**src/rtl/inst_loader.sv**
```systemverilog
// Streams received bytes into instruction memory while holding the PC in reset,
// ending on a word-aligned HALT (done) or on filling the whole memory (overflow).
module inst_loader #(
    parameter int                          MEM_SIZE         = 8,
    parameter int                          INSTMEM_SIZE     = 8,
    parameter int                          INSTRUCTION_SIZE = 32,
    parameter logic [INSTRUCTION_SIZE-1:0] HALT_INSTRUCTION = 32'hFFFFFFFF
) (
    input  logic                    i_clock,
    input  logic                    i_reset,
    input  logic                    i_start,
    input  logic [MEM_SIZE-1:0]     i_rx_data,
    input  logic                    i_rx_valid,
    output logic                    o_write_enable,
    output logic [MEM_SIZE-1:0]     o_write_data,
    output logic [INSTMEM_SIZE-1:0] o_write_addr,
    output logic                    o_instru_mem_enable,
    output logic                    o_pc_reset,
    output logic                    o_busy,
    output logic                    o_done,
    output logic                    o_overflow,
    output logic [INSTMEM_SIZE-2:0] o_inst_count
);

    localparam int BYTES_PER_WORD = INSTRUCTION_SIZE / MEM_SIZE;
    localparam int LANE_W         = $clog2(BYTES_PER_WORD);
    localparam logic [INSTMEM_SIZE-1:0] PTR_ONE = 1;
    localparam logic [INSTMEM_SIZE-2:0] CNT_ONE = 1;

    typedef enum logic [1:0] {
        IDLE  = 2'd0,
        LOAD  = 2'd1,
        DONE  = 2'd2,
        ERROR = 2'd3
    } state_t;

    state_t                        state_q;
    logic [INSTMEM_SIZE-1:0]       ptr_q;
    logic [INSTRUCTION_SIZE-1:0]   word_q;
    logic [INSTRUCTION_SIZE-1:0]   word_d;
    logic [INSTMEM_SIZE-2:0]       count_q;
    logic [INSTMEM_SIZE-2:0]       count_d;
    logic                          we_q;
    logic [MEM_SIZE-1:0]           wdata_q;
    logic [INSTMEM_SIZE-1:0]       waddr_q;
    logic                          busy_q;
    logic                          done_q;
    logic                          ovf_q;
    logic                          word_end;
    logic                          last_byte;
    logic                          halt_hit;

    // Big-endian word assembly: the first byte of a word ends up in the MSB.
    always_comb begin
        word_d    = {word_q[INSTRUCTION_SIZE-MEM_SIZE-1:0], i_rx_data};
        word_end  = &ptr_q[LANE_W-1:0];
        last_byte = &ptr_q;
        halt_hit  = word_end && (word_d == HALT_INSTRUCTION);
        count_d   = word_end ? (count_q + CNT_ONE) : count_q;
    end

    always_ff @(posedge i_clock) begin
        if (i_reset) begin
            state_q <= IDLE;
            ptr_q   <= '0;
            word_q  <= '0;
            count_q <= '0;
            we_q    <= 1'b0;
            wdata_q <= '0;
            waddr_q <= '0;
            busy_q  <= 1'b0;
            done_q  <= 1'b0;
            ovf_q   <= 1'b0;
        end else begin
            we_q <= 1'b0;
            unique case (state_q)
                IDLE, DONE, ERROR: begin
                    if (i_start) begin
                        state_q <= LOAD;
                        ptr_q   <= '0;
                        word_q  <= '0;
                        count_q <= '0;
                        busy_q  <= 1'b1;
                        done_q  <= 1'b0;
                        ovf_q   <= 1'b0;
                    end
                end
                LOAD: begin
                    if (i_rx_valid) begin
                        we_q    <= 1'b1;
                        wdata_q <= i_rx_data;
                        waddr_q <= ptr_q;
                        word_q  <= word_d;
                        count_q <= count_d;
                        // Pointer saturates at the top; the load ends there anyway.
                        if (!last_byte) begin
                            ptr_q <= ptr_q + PTR_ONE;
                        end
                        if (halt_hit) begin
                            state_q <= DONE;
                            done_q  <= 1'b1;
                            busy_q  <= 1'b0;
                        end else if (last_byte) begin
                            state_q <= ERROR;
                            ovf_q   <= 1'b1;
                            busy_q  <= 1'b0;
                        end
                    end
                end
                default: state_q <= IDLE;
            endcase
        end
    end

    assign o_write_enable      = we_q;
    assign o_write_data        = wdata_q;
    assign o_write_addr        = waddr_q;
    assign o_busy              = busy_q;
    assign o_pc_reset          = busy_q;
    assign o_instru_mem_enable = busy_q;
    assign o_done              = done_q;
    assign o_overflow          = ovf_q;
    assign o_inst_count        = count_q;

endmodule

```
**config.mk**
```make
export PLATFORM = sky130hd
export DESIGN_NAME = inst_loader
export DESIGN_NICKNAME = d
export VERILOG_FILES = /design/src/rtl/inst_loader.sv
export SDC_FILE = /design/constraint.sdc
export NUM_CORES = 1
export LEC_CHECK = 0
export CAP_MARGIN = 20
export CORE_MARGIN = 2
export CORE_UTILIZATION = 50
export DETAILED_ROUTE_END_ITERATION = 6
export GPL_ROUTABILITY_DRIVEN = 0
export PLACE_DENSITY = 0.76
export SETUP_SLACK_MARGIN = 0.02
export SYNTH_ARGS = -nofsm -noshare
export SYNTH_HDL_FRONTEND = slang
export SYNTH_SLANG_ARGS = --single-unit
```
**constraint.sdc**
```tcl
create_clock -name i_clock -period 5.7 [get_ports i_clock]
set_clock_uncertainty 0.2 [all_clocks]
set_input_delay 0.855 -clock i_clock [delete_from_list [all_inputs] [get_ports i_clock]]
set_output_delay 0.855 -clock i_clock [all_outputs]
set_load 0.01 [all_outputs]
```
Word level (Yosys, flattened, before mapping)
Cells that the tools add are included.
- add/subtract/negate cells: 2
- equality and inequality tests: 12
- muxes and demuxes: 30
- bitwise gates (word level): 1
- reduce and logical (&&, ||, !) cells: 13
- operators by type and width (cell ; count):
    24-bit two-way mux ; 2
    24-bit case mux with 2 select lines ; 1
    32-bit equality test (second input constant) ; 1
    8-bit two-way mux ; 3
    7-bit two-way mux ; 3
    8-bit case mux with 2 select lines ; 1
    2-bit inequality test (second input constant) ; 7
    7-bit case mux with 2 select lines ; 1
    3-bit AND reduction ; 4
    1-bit two-way mux ; 11
    8-bit by 1-bit adder with 8-bit output (second input constant) ; 1
    2-bit two-way mux ; 4
    8-bit AND reduction ; 1
    7-bit by 1-bit adder with 7-bit output (second input constant) ; 1
    1-bit case mux with 2 select lines ; 3
    2-bit AND reduction ; 3
    2-bit equality test (second input constant) ; 2
    2-bit case mux with 2 select lines ; 1
    4-bit AND reduction ; 1
    3-bit inequality test (second input constant) ; 1
    3-bit OR reduction ; 1
    2-bit by 1-bit equality test with 1-bit output (second input constant) ; 1
    2-bit zero test ; 1
    2-bit OR reduction ; 1
    2 further kinds ; 2
- register bits: 61
- input bits: 12
- output and inout port bits: 29
- logic and storage cells: 68

Depth between registers and ports, before layout
- depth after elaboration: 5
- gate-level depth with buffers: 6
- gate-level depth less buffers: 5

Worst setup path before layout
OpenSTA, ideal clock, no wires.
- path type: input to register
- start: input port i_rx_valid
- end: register count_q[5], in the netlist o_inst_count[5]
- library setup time: 71 ps
- data arrival time: 1782 ps
- slack: 3647 ps
- cell stages on the path: 4
- path through: and4b_4 > a21oi_2 > or4_1 > a21oi_1
- word-level cells in the longest chain between the ends: 2
- RTL lines (element ; RTL line ; source):
    from (decl) ; 13 ; input logic i_rx_valid,
    2-bit inequality test (no line) ; -- ;
    3-bit AND reduction (no line) ; -- ;
    to (signal assigned) ; 94 ; count_q <= count_d;
    to (decl) ; 41 ; logic [INSTMEM_SIZE-2:0] count_q;
No other way between the ends.
A chain may end at the register's enable or synchronous reset.

Worst setup path in the final report
- start: input port i_rx_valid
- end: register word_q[19]
- word-level cells in the longest chain between the ends: 2
- RTL lines (element ; RTL line ; source):
    2-bit inequality test (no line) ; -- ;
    2-bit AND reduction (no line) ; -- ;
    to (signal assigned) ; 93 ; word_q <= word_d;
    to (decl) ; 39 ; logic [INSTRUCTION_SIZE-1:0] word_q;
No other way between the ends.

==> impl_metrics.tcl <==
set metrics [dict create \
    status "completed" \
    hold_violations 0 \
    crit_family "simple AND/OR/NAND/NOR gates" \
    drive_gt1_share_pct 6.43 \
    io_buffers 40 \
    post-cts-setup-buffer-count 0 \
    first_pass_iters 4 \
    routed_via_density 5.96 \
    yosys_warnings 0 \
    area_delta_synth_final_pct 26.7 \
    grt_setup_unrepaired "false" \
    fin_util_pct 64.9 \
    p_int_mw 0.744 \
    syn_avg_cell_area_um2 8.88 \
    insertedDiodeCount 0 \
    die_w_um 73.1 \
    synthesis.area_mm2 0.00239 \
    combPwrFrac_pct 6.0 \
    top_layer_used "met4" \
    grt_overflow 0 \
    synth_edf_count 0 \
    period_needed_ns 3.28 \
    nets 321 \
    rr_worst_depth 4 \
    yosysUniqueCellTypes 40 \
    p_clk_share_pct 47.8 \
    relSlewSlack_pct 32.8 \
    grt_pass1_wl_mm 9.25 \
    synth-seq-cells 61 \
    cts_buffer_depth 2 \
    met1_length_mm 2.59 \
    met3_wirelength_um 411 \
    critPathLaunchType "input port" \
    max_freq_mhz 305 \
    cts-buffers-inserted 9 \
    dr_wl_met2_mm 2.67 \
    place_ws_ns 2.11 \
    critPathArrivalTime_ns 3.36 \
    cp-end-kind "flop" \
    cp.depth 5 \
    synth_fp_nets 283 \
    cts.sinks 61 \
    grt_max_degree 35 \
    path_max_fanout 21 \
    crit_chain "clkdlybuf4s50_1 -> and3b_1 -> a21oi_1 -> and2_1 -> a22o_1" \
    start_util_pct 51.2 \
    irDropWorstVdd_v 0.000207 \
    finalCritPeriodShare_pct 57.5 \
    fin_area_mm2 0.00303 \
    core_mm2 0.00466 \
    cts_tree "yes" \
    syn_inst 269 \
    synth_ff_type "dfxtp_1" \
    setup.worst_path.class "in2reg" \
    final_antenna_net_count 0 \
    num_rows 25 \
    dieArea_mm2 0.00535 \
    nFillCells 415 \
    maxCapViolations 0 \
    antenna_found_initial 0 \
    place_area_mm2 0.00280 \
    fin_setup_tns_ns 0 \
    max_stage_delay_ns 0.80 \
    cts_hold_buffers 0 \
    die_y_um 73.1 \
    setup_violations 0 \
    hold_path_class "reg2reg" \
    p_seq_share_pct 46.3 \
    dr_total_vias 2175 \
    synth_top_cell_by_area "dfxtp_1" \
    place_hpwl_mm 3.80 \
    power.density_mw_per_mm2 315 \
    async_flop_share_pct 0 \
    swShare_pct 21.9 \
    ios 41 \
    synth-seq-area-share_pct 51.1 \
    clk_pin_slew_ns 0.06 \
    synth.area.top_cells "dfxtp_1 51%, nand2_1 9.0%, a21oi_1 7.5%" \
    critPathSlowestCell "a21oi_1" \
    routed_wl_mm 5.77 \
    power.total_mw 0.952 \
    drt-initial-drc-count 172 \
    crit_buf_inv 1 \
    p_switching_mw 0.208 \
    grtUsageTotal_pct 22.9 \
    drc 0 \
    critPathRequiredTime_ns 5.78 \
    layout_setup_ws_ns 2.42 \
    route.detailed.wl_per_inst_um 15.8 \
    htree_levels 3 \
    synth_commonest_cells "61 x dfxtp_1, 57 x nand2_1, 36 x a21oi_1" \
    yosysTopAreaCellShare_pct 51.1 \
    power_leakage_nw 1.02 \
    holdPathStages 2 \
    clkLatencyLatePin_ns 0.35 \
    root_buffer "clkbuf_8" \
    cts_resized 0 \
    tightest_slew_ns 1.00 \
    yosysMostFrequentCell "dfxtp_1" \
    slew_viol_final 0 \
    first_global_vias 1940 \
]
## through the flow
stage,hold slack (ns),instances
final,0.258,365
after global routing,0.274,365
after CTS,0.263,365
after detailed placement,0.247,350
after global placement,0.246,350
after floorplan,0.242,269
## per-layer routing
metal	GRT usage, %	vias up
li1	-	1051
met1	30.6	1044
met2	34.2	71
met3	7.18	9
met4	9.47	0
met5	0	-
## cell type report
class,instances,area [µm²],share of cell area (%)
well taps,54,67.6,2.23
clock buffers,10,128,4.22
multi-input cells,193,1100,36.3
flip-flops and latches,61,1220,40.4
clock inverters,5,100,3.31
repair buffers,41,408,13.5
inverters,1,3.75,0.124
## path summary, 6_finish.rpt
check / slack (ns) / startpoint / end
worst max-delay path: 2.42 / i_rx_valid / word_q[19]
worst min-delay path: 0.26 / o_write_addr[4] / o_write_addr[4]
worst max register to register: 3.01 / state_q[1] / word_q[19]
worst min register to register: 0.26 / o_write_addr[4] / o_write_addr[4]
## sequential cells by signal, indices dropped and copies added, names as in the netlist
name and cells:
o_overflow 1, o_busy 1, state_q 2, o_done 1, o_write_addr 8, o_write_data 8
word_q 24, ptr_q 8, o_inst_count 7, o_write_enable 1
## power by group through the flow
stage	clock network (mW)	registers, mW	logic [mW]
after floorplan	0	0.450	0.0312
after global placement	0	0.449	0.0555
after detailed placement	0	0.450	0.0565
after CTS	0.458	0.440	0.0566
after global routing	0.481	0.441	0.0612
final	0.455	0.441	0.0568
## logic make-up after synthesis
group                    after synthesis  share of synthesized area, %
AND/OR/NAND/NOR                      116                          23.6
AO/OA/AOI/OAI                         69                          19.0
flip-flops                            61                          51.1
buffers and inverters                 15                          2.93
XOR/XNOR                               3                          1.10
multiplexers                           3                          1.26
adder cells (fa/ha/maj)                2                          1.05
## worst reg2reg max path: cells and delay by family, from the launching register on
family | cells | cell delay (ns)
flip-flops | 1 | 0.41
AND/OR/NAND/NOR | 2 | 1.02
AO/OA/AOI/OAI | 2 | 1.01
## layout by cell type (no fill, tap or decap), types with 2 or more instances in the layout
master | netlist | final
a211oi_1 | 4 | 4
a21oi_1 | 36 | 36
a22o_1 | 16 | 16
bufinv_16 | 0 | 3
clkbuf_8 | 0 | 9
clkdlybuf4s50_1 | 0 | 40
clkinv_2 | 0 | 2
dfxtp_1 | 61 | 61
ha_1 | 2 | 2
mux2i_1 | 3 | 3
nand2_1 | 57 | 57
nand2b_1 | 3 | 3
nand3_1 | 11 | 11
nand4_1 | 14 | 14
nor2_1 | 9 | 9
nor3_1 | 5 | 5
nor4_1 | 2 | 2
o211a_1 | 2 | 2
o21ai_0 | 2 | 2
o31ai_1 | 3 | 3
or2_2 | 3 | 3
or4_1 | 3 | 3
xor2_1 | 2 | 2
Note: power is estimated with default switching activity, not from simulation.
